<file path="src/rtl/lights_sequencer.sv">
`default_nettype none
// ============================================================================
//  Module      : lights_sequencer
//  Description : Control front-end for lights_selector. Debounces the raw
//                step and mode push-buttons, runs the WHITE / MANUAL / AUTO
//                mode machine and drives sel plus one-cycle step pulses into
//                the colour counter.
//  Ports       : clk         system clock, rising edge
//                rst         asynchronous reset, active-high
//                button_raw  raw step push-button (asynchronous, bouncy)
//                mode_raw    raw mode push-button (asynchronous, bouncy)
//                sel         0 = white, 1 = RGB colour (registered)
//                step        one-cycle advance pulse (registered)
//                state       00 WHITE, 01 MANUAL, 10 AUTO (registered)
//  Revision    : 1.0  initial release
// ============================================================================
module lights_sequencer #(
    parameter int DEBOUNCE_CYCLES = 16,
    parameter int DWELL_CYCLES    = 100,
    parameter int IDLE_TIMEOUT    = 1000
) (
    input  logic       clk,
    input  logic       rst,
    input  logic       button_raw,
    input  logic       mode_raw,
    output logic       sel,
    output logic       step,
    output logic [1:0] state
);

    localparam int c_DB_W    = $clog2(DEBOUNCE_CYCLES);
    localparam int c_DWELL_W = $clog2(DWELL_CYCLES);
    localparam int c_IDLE_W  = $clog2(IDLE_TIMEOUT);

    localparam logic [c_DB_W-1:0]    c_DB_LAST    = c_DB_W'(DEBOUNCE_CYCLES - 1);
    localparam logic [c_DWELL_W-1:0] c_DWELL_LAST = c_DWELL_W'(DWELL_CYCLES - 1);
    localparam logic [c_IDLE_W-1:0]  c_IDLE_LAST  = c_IDLE_W'(IDLE_TIMEOUT - 1);

    localparam logic [1:0] c_ST_WHITE  = 2'b00;
    localparam logic [1:0] c_ST_MANUAL = 2'b01;
    localparam logic [1:0] c_ST_AUTO   = 2'b10;

    // index 0 = step button, index 1 = mode button
    logic [1:0] w_raw;
    logic [1:0] w_press;
    logic       w_step_p;
    logic       w_mode_p;

    assign w_raw    = {mode_raw, button_raw};
    assign w_step_p = w_press[0];
    assign w_mode_p = w_press[1];

    // ------------------------------------------------------------------------
    // Per-button synchroniser, debouncer and rising-edge press detector.
    // The stable level only changes after DEBOUNCE_CYCLES consecutive synced
    // samples disagree with it; any agreeing sample restarts the count.
    // ------------------------------------------------------------------------
    generate
        for (genvar gi = 0; gi < 2; gi++) begin : g_deb
            logic              r_sync1;
            logic              r_sync2;
            logic              r_stable;
            logic              r_stable_d;
            logic              r_press;
            logic [c_DB_W-1:0] r_cnt;

            always_ff @(posedge clk or posedge rst) begin
                if (rst) begin
                    r_sync1    <= 1'b0;
                    r_sync2    <= 1'b0;
                    r_stable   <= 1'b0;
                    r_stable_d <= 1'b0;
                    r_press    <= 1'b0;
                    r_cnt      <= '0;
                end else begin
                    r_sync1 <= w_raw[gi];
                    r_sync2 <= r_sync1;
                    if (r_sync2 == r_stable) begin
                        r_cnt <= '0;
                    end else if (r_cnt == c_DB_LAST) begin
                        r_stable <= r_sync2;
                        r_cnt    <= '0;
                    end else begin
                        r_cnt <= r_cnt + c_DB_W'(1);
                    end
                    r_stable_d <= r_stable;
                    // press registered so the FSM sees a clean single-cycle pulse
                    r_press    <= r_stable & ~r_stable_d;
                end
            end

            assign w_press[gi] = r_press;
        end
    endgenerate

    // ------------------------------------------------------------------------
    // Mode FSM
    // ------------------------------------------------------------------------
    logic [1:0]           r_state;
    logic [c_IDLE_W-1:0]  r_idle;
    logic [c_DWELL_W-1:0] r_dwell;
    logic                 r_step;
    logic                 r_sel;

    logic [1:0]           w_state_next;
    logic [c_IDLE_W-1:0]  w_idle_next;
    logic [c_DWELL_W-1:0] w_dwell_next;
    logic                 w_step_next;
    logic                 w_sel_next;

    // state register (outputs are registered alongside the state)
    always_ff @(posedge clk or posedge rst) begin
        if (rst) begin
            r_state <= c_ST_WHITE;
            r_idle  <= '0;
            r_dwell <= '0;
            r_step  <= 1'b0;
            r_sel   <= 1'b0;
        end else begin
            r_state <= w_state_next;
            r_idle  <= w_idle_next;
            r_dwell <= w_dwell_next;
            r_step  <= w_step_next;
            r_sel   <= w_sel_next;
        end
    end

    // next-state logic; counters default to 0 so they clear on every entry
    // and stay parked outside their own mode
    always_comb begin
        w_state_next = r_state;
        w_idle_next  = '0;
        w_dwell_next = '0;
        case (r_state)
            c_ST_WHITE: begin
                if (w_mode_p) w_state_next = c_ST_MANUAL;
            end
            c_ST_MANUAL: begin
                if (w_mode_p) begin
                    w_state_next = c_ST_AUTO;
                end else if (w_step_p) begin
                    w_idle_next = '0;
                end else if (r_idle == c_IDLE_LAST) begin
                    w_state_next = c_ST_WHITE;
                end else begin
                    w_idle_next = r_idle + c_IDLE_W'(1);
                end
            end
            c_ST_AUTO: begin
                if (w_mode_p) begin
                    w_state_next = c_ST_WHITE;
                end else if (r_dwell != c_DWELL_LAST) begin
                    w_dwell_next = r_dwell + c_DWELL_W'(1);
                end
            end
            default: w_state_next = c_ST_WHITE;
        endcase
    end

    // output logic; a mode press always suppresses the step pulse
    always_comb begin
        w_step_next = 1'b0;
        case (r_state)
            c_ST_MANUAL: w_step_next = w_step_p & ~w_mode_p;
            c_ST_AUTO:   w_step_next = ~w_mode_p & (r_dwell == c_DWELL_LAST);
            default:     w_step_next = 1'b0;
        endcase
        w_sel_next = (w_state_next != c_ST_WHITE);
    end

    assign state = r_state;
    assign sel   = r_sel;
    assign step  = r_step;

endmodule
`default_nettype wire
</file>
<file path="config.mk">
export PLATFORM = sky130hd
export DESIGN_NAME = lights_sequencer
export DESIGN_NICKNAME = d
export VERILOG_FILES = /design/src/rtl/lights_sequencer.sv
export SDC_FILE = /design/constraint.sdc
export NUM_CORES = 1
export LEC_CHECK = 0
export CAP_MARGIN = 5
export CORE_ASPECT_RATIO = 0.8
export CORE_UTILIZATION = 45
export CTS_CLUSTER_SIZE = 12
export DETAILED_ROUTE_END_ITERATION = 12
export GPL_ROUTABILITY_DRIVEN = 0
export MAX_ROUTING_LAYER = met4
export PLACE_DENSITY = 0.73
export SLEW_MARGIN = 20
export SYNTH_ARGS = -nofsm -noshare
export SYNTH_HDL_FRONTEND = slang
export SYNTH_SLANG_ARGS = --single-unit
</file>
<file path="constraint.sdc">
create_clock -name clk -period 4.4 [get_ports clk]
set_input_delay 0.44 -clock clk [delete_from_list [all_inputs] [get_ports clk]]
set_output_delay 0.44 -clock clk [all_outputs]
set_load 0.01 [all_outputs]
</file>
Yosys cells after proc, flatten, opt, wreduce, memory -nomap -nowiden:

Index checks and enable logic that the tools add are counted.

* bits in registers: 39
* bits in latches: 0
* bits in writable memories: 0
* ROM bits: 0
* logic and storage cells: 61
* memories: 0

* $add $sub $neg: 4
* $mul: 0
* divide/modulo/power cells: 0
* order comparisons: 0
* equal/unequal tests: 9
* shifts and indexed selects: 0
* multiplexer cells: 18
* bitwise logic cells: 9
* reduce and logical (&&, ||, !) cells: 4

Operators by type and width (count)
* $mux W10: 4
* $mux W7: 3
* $mux W4: 4
* $add A10 B1 Y10 const B: 1
* $eq A10 B10 Y1 const B: 1
* $mux W2: 5
* $add A4 B1 Y4 const B: 2
* $eq A4 B4 Y1 const B: 2
* $add A7 B1 Y7 const B: 1
* $eq A7 B7 Y1 const B: 1
* $ne A7 B7 Y1 const B: 1
* $pmux W2 S3: 1
* $not A1 Y1: 5
* $and A1 B1 Y1: 4
* $reduce_and A2 Y1: 2
* $eq A1 B1 Y1: 2
* $eq A2 B1 Y1 const B: 1
* $eq A2 B2 Y1 const B: 1
* $logic_not A2 Y1: 1
* $pmux W1 S2: 1
* $reduce_bool A2 Y1: 1

Depth between registers and ports, before layout:

* word-level depth: 6
* mapped depth: 6
* depth with buffers taken out: 6

Worst setup path after synthesis:

OpenSTA, ideal clock, no wires.

* kind: flip-flop to flip-flop
* start: register r_state[0] (netlist: state[0])
* end: register r_sel (netlist: sel)
* library setup time: 0.136 ns
* data arrival time: 1.483 ns
* data required time: 4.264 ns
* path slack: 2.781 ns
* stages on the path, launching flop included: 7
* buffers on the path: 0
* period minus slack after synthesis: 1.619 ns
* path through: dfrtp_1 -> inv_1 -> ha_1 -> nor2b_2 -> or3_1 -> o221ai_2 -> o211ai_1

* word-level cells in the longest chain between the ends: 5

Ends and longest elaborated chain
* from (decl): line 99 `logic [1:0] r_state;`
* from (signal assigned): line 114 `r_state <= c_ST_WHITE;`
* from (signal assigned): line 120 `r_state <= w_state_next;`
* $mux W2: line 143 `end else if (r_idle == c_IDLE_LAST) begin`
* $mux W2: line 141 `end else if (w_step_p) begin`
* $mux W2: line 139 `if (w_mode_p) begin`
* $pmux W2 S3 (*): line 134 `case (r_state)`
* $reduce_bool A2 Y1 (*): line 168 `w_sel_next = (w_state_next != c_ST_WHITE);`
* net w_sel_next: line 109 `logic w_sel_next;`
* to (signal assigned): line 124 `r_sel <= w_sel_next;`
* to (decl): line 103 `logic r_sel;`

The timed path passes the listed nets; every way through them passes the cells marked *.
A chain may end at the register's enable or synchronous reset.

Final worst setup path:

* start: register r_state[1] (netlist: state[1])
* end: output state[1]

RTL lines
* to (decl): line 28 `output logic [1:0] state`

No word-level cell between the ends.

==> impl_metrics.json <==
{
  "status": "complete, no violations",
  "fin_crit_sh": 0.394,
  "final_cell_count_no_fill": 207,
  "vias": 1076,
  "finalSetupTns_ps": 0,
  "start_util": 0.483,
  "syn2layout_area_growth_pct": 12.5,
  "fin_area_mm2": 0.00191,
  "cap_violations": 0,
  "yosys-top-cells-area": "dfrtp_1 (57%), ha_1 (5.9%), nor2_1 (5.5%), xnor2_1 (5.2%), xor2_1 (3.6%)",
  "worstSetupPathDepth": 1,
  "core_mm2": 0.00352,
  "clockBufferDepth": 2,
  "wirelength_um": 2530,
  "grt_overflow_total": 0,
  "place_inst": 199,
  "crit_type": "reg -> out",
  "worst_ep_arrival_time_ps": 1290,
  "min_period_ps": 1730,
  "synth_seq_cells": 39,
  "slowest_stage": "clkdlybuf4s50_1",
  "whs_path_depth": 0,
  "relSlewSlack": 0.691,
  "syn_avg_cell_area_um2": 11.4,
  "clock_latency_ps": 290,
  "multi_input_area_um2": 696,
  "cts-htree-levels": 2,
  "worstMarginPinSlew_ps": 464,
  "rsz0062_at_grt": "no",
  "place_area_mm2": 0.00183,
  "antenna_found_initial": 0,
  "setup_violations": 0,
  "die_w_um": 70.7,
  "yosysSeqAreaShare": 0.575,
  "ys_types": 27,
  "fmax_ghz": 0.577,
  "viasPerCell": 5.20,
  "regArea_um2": 976,
  "skew_ps": 7.48,
  "p_comb_frac": 0.040,
  "power_frac_clock": 0.361,
  "worstPathCellList": "clkdlybuf4s50_1",
  "grt_pass1_wl_um": 4330,
  "synthCells": 149,
  "die-area_mm2": 0.00402,
  "synth_nets": 161,
  "cts_hold_buf": 0,
  "cp_top_family": "buffers and inverters",
  "ys_warn_count": 0,
  "start_kind": "flip-flop",
  "fill_cells": 309,
  "die_h_um": 56.9,
  "path_buf_inv": 1,
  "min_path_type": "reg -> reg",
  "powerDensity_mw_per_mm2": 325,
  "final_cell_mix": "dfrtp_1 (39), nor2_1 (25), xnor2_1 (10)",
  "ff2ff_path_depth": 6,
  "firstDrtPassIters": 4,
  "n_antenna_cell": 0,
  "drc": 0,
  "dp_hpwl_um": 1830,
  "drt-initial-drc-count": 46,
  "final_common_cell": "dfrtp_1",
  "numPortBuffers": 7,
  "hold_viol": 0,
  "syn_area_mm2": 0.00170,
  "synth_top_cell_area_share": 0.575,
  "critPathCaptureType": "output pin",
  "cts_buffers": 5,
  "sw_frac_of_total": 0.215,
  "root_buffer": "clkbuf_8",
  "cts.clk_slew.worst_paths_ps": 70,
  "post_cts_buffers": 0,
  "grt_max_degree": 40,
  "io_pins": 8,
  "nets": 176,
  "critPathMaxFanout": 6,
  "p_sw_uw": 133,
  "tritoncts": "yes",
  "p_int_uw": 487,
  "track_usage": 0.151,
  "leakagePower_uw": 0.000869,
  "vdd.ir_drop.worst_mv": 0.180,
  "drv_slew": 0,
  "critPathRequiredTime_ps": 3960,
  "drive_gt1_frac": 0.0788,
  "cts_repair_resize_count": 0,
  "clock_sinks": 39,
  "rows": 19,
  "power.share.sequential": 0.599,
  "synth_top_cell_by_area": "dfrtp_1",
  "grt_pass1_vias": 996,
  "routedWlPerCell_um": 12.2,
  "cpPeakStageDelay_ps": 570,
  "drtAntennaViolNets": 0
}
## metal layers
layer / track usage / up-vias / wire, um
met4: 0.0714 / 0 / 48
met5: - / - / 0
met3: 0.0636 / 6 / 127
met2: 0.222 / 18 / 1100
met1: 0.182 / 523 / 1250
li1: - / 529 / -
## cell usage after synthesis
library cell  instances
nand4_1               1
inv_1                 7
nor2_1               25
nor3b_1               3
nor2b_1               5
and3_1                5
o221ai_2              1
dfrtp_1              39
or2b_1                1
nand3_1               9
a21oi_1               5
o21ai_0               5
nor2b_2               1
nand4_2               1
mux2_2                2
mux2i_1               1
nand4b_1              3
nand3_2               1
xor2_1                7
o211ai_1              1
and2_1                1
ha_1                  8
xnor2_1              10
nor3_1                2
nand2_1               3
or3_1                 1
and4bb_1              1
## kinds of logic after synthesis
kind of cell	share of synthesized area
xor gates and xnor gates	0.0877
adders and majority gates	0.0590
and+or+nand+nor	0.201
muxes	0.0192
DFF	0.575
buffers and inverters	0.0155
AOI/OAI and AO/OA	0.0427
## final timing paths
kind	endpoint	from	slack (ps)
worst max-delay path	state[1]	state[1]	2670
worst min-delay path	g_deb[0].r_sync2	g_deb[0].r_sync1	350
worst max register to register	sel	state[0]	2720
worst min register to register	g_deb[0].r_sync2	g_deb[0].r_sync1	350
max in group asynchronous	g_deb[0].r_cnt[0]	rst	3510
min in group asynchronous	r_idle[5]	rst	550
## registers in the layout, indices dropped and copies added, names as in the netlist
register	flops
g_deb.r_stable	2
g_deb.r_stable_d	2
state	2
g_deb.r_press	2
g_deb.r_sync1	2
g_deb.r_cnt	8
g_deb.r_sync2	2
sel	1
step	1
r_idle	10
r_dwell	7
## cell type report
class,instances,area share
Inverter,7,0.0138
Tap cell,42,0.0275
Clock buffer,7,0.0400
Clock inverter,1,0.00262
Sequential cell,39,0.511
Multi-Input combinational cell,103,0.364
Timing Repair Buffer,8,0.0406
## metrics by stage
stage               hold WS [ps]  setup slack (ps)  utilization  power (uW)
floorplan                    331              2780            -         394
global route                 358              2620        0.543         649
CTS                          355              2660        0.543         631
detailed placement           340              2740        0.520         404
finish                       352              2670        0.543         620
global placement             332              2810        0.520         401
## power groups by stage
stage,sequential [uW],clock [uW],combinational (uW)
CTS,371,233,25.7
finish,372,224,24.6
global route,372,248,29.0
floorplan,377,0,16.7
detailed placement,378,0,25.5
global placement,377,0,24.1
Power figures use the tool's default switching activity.
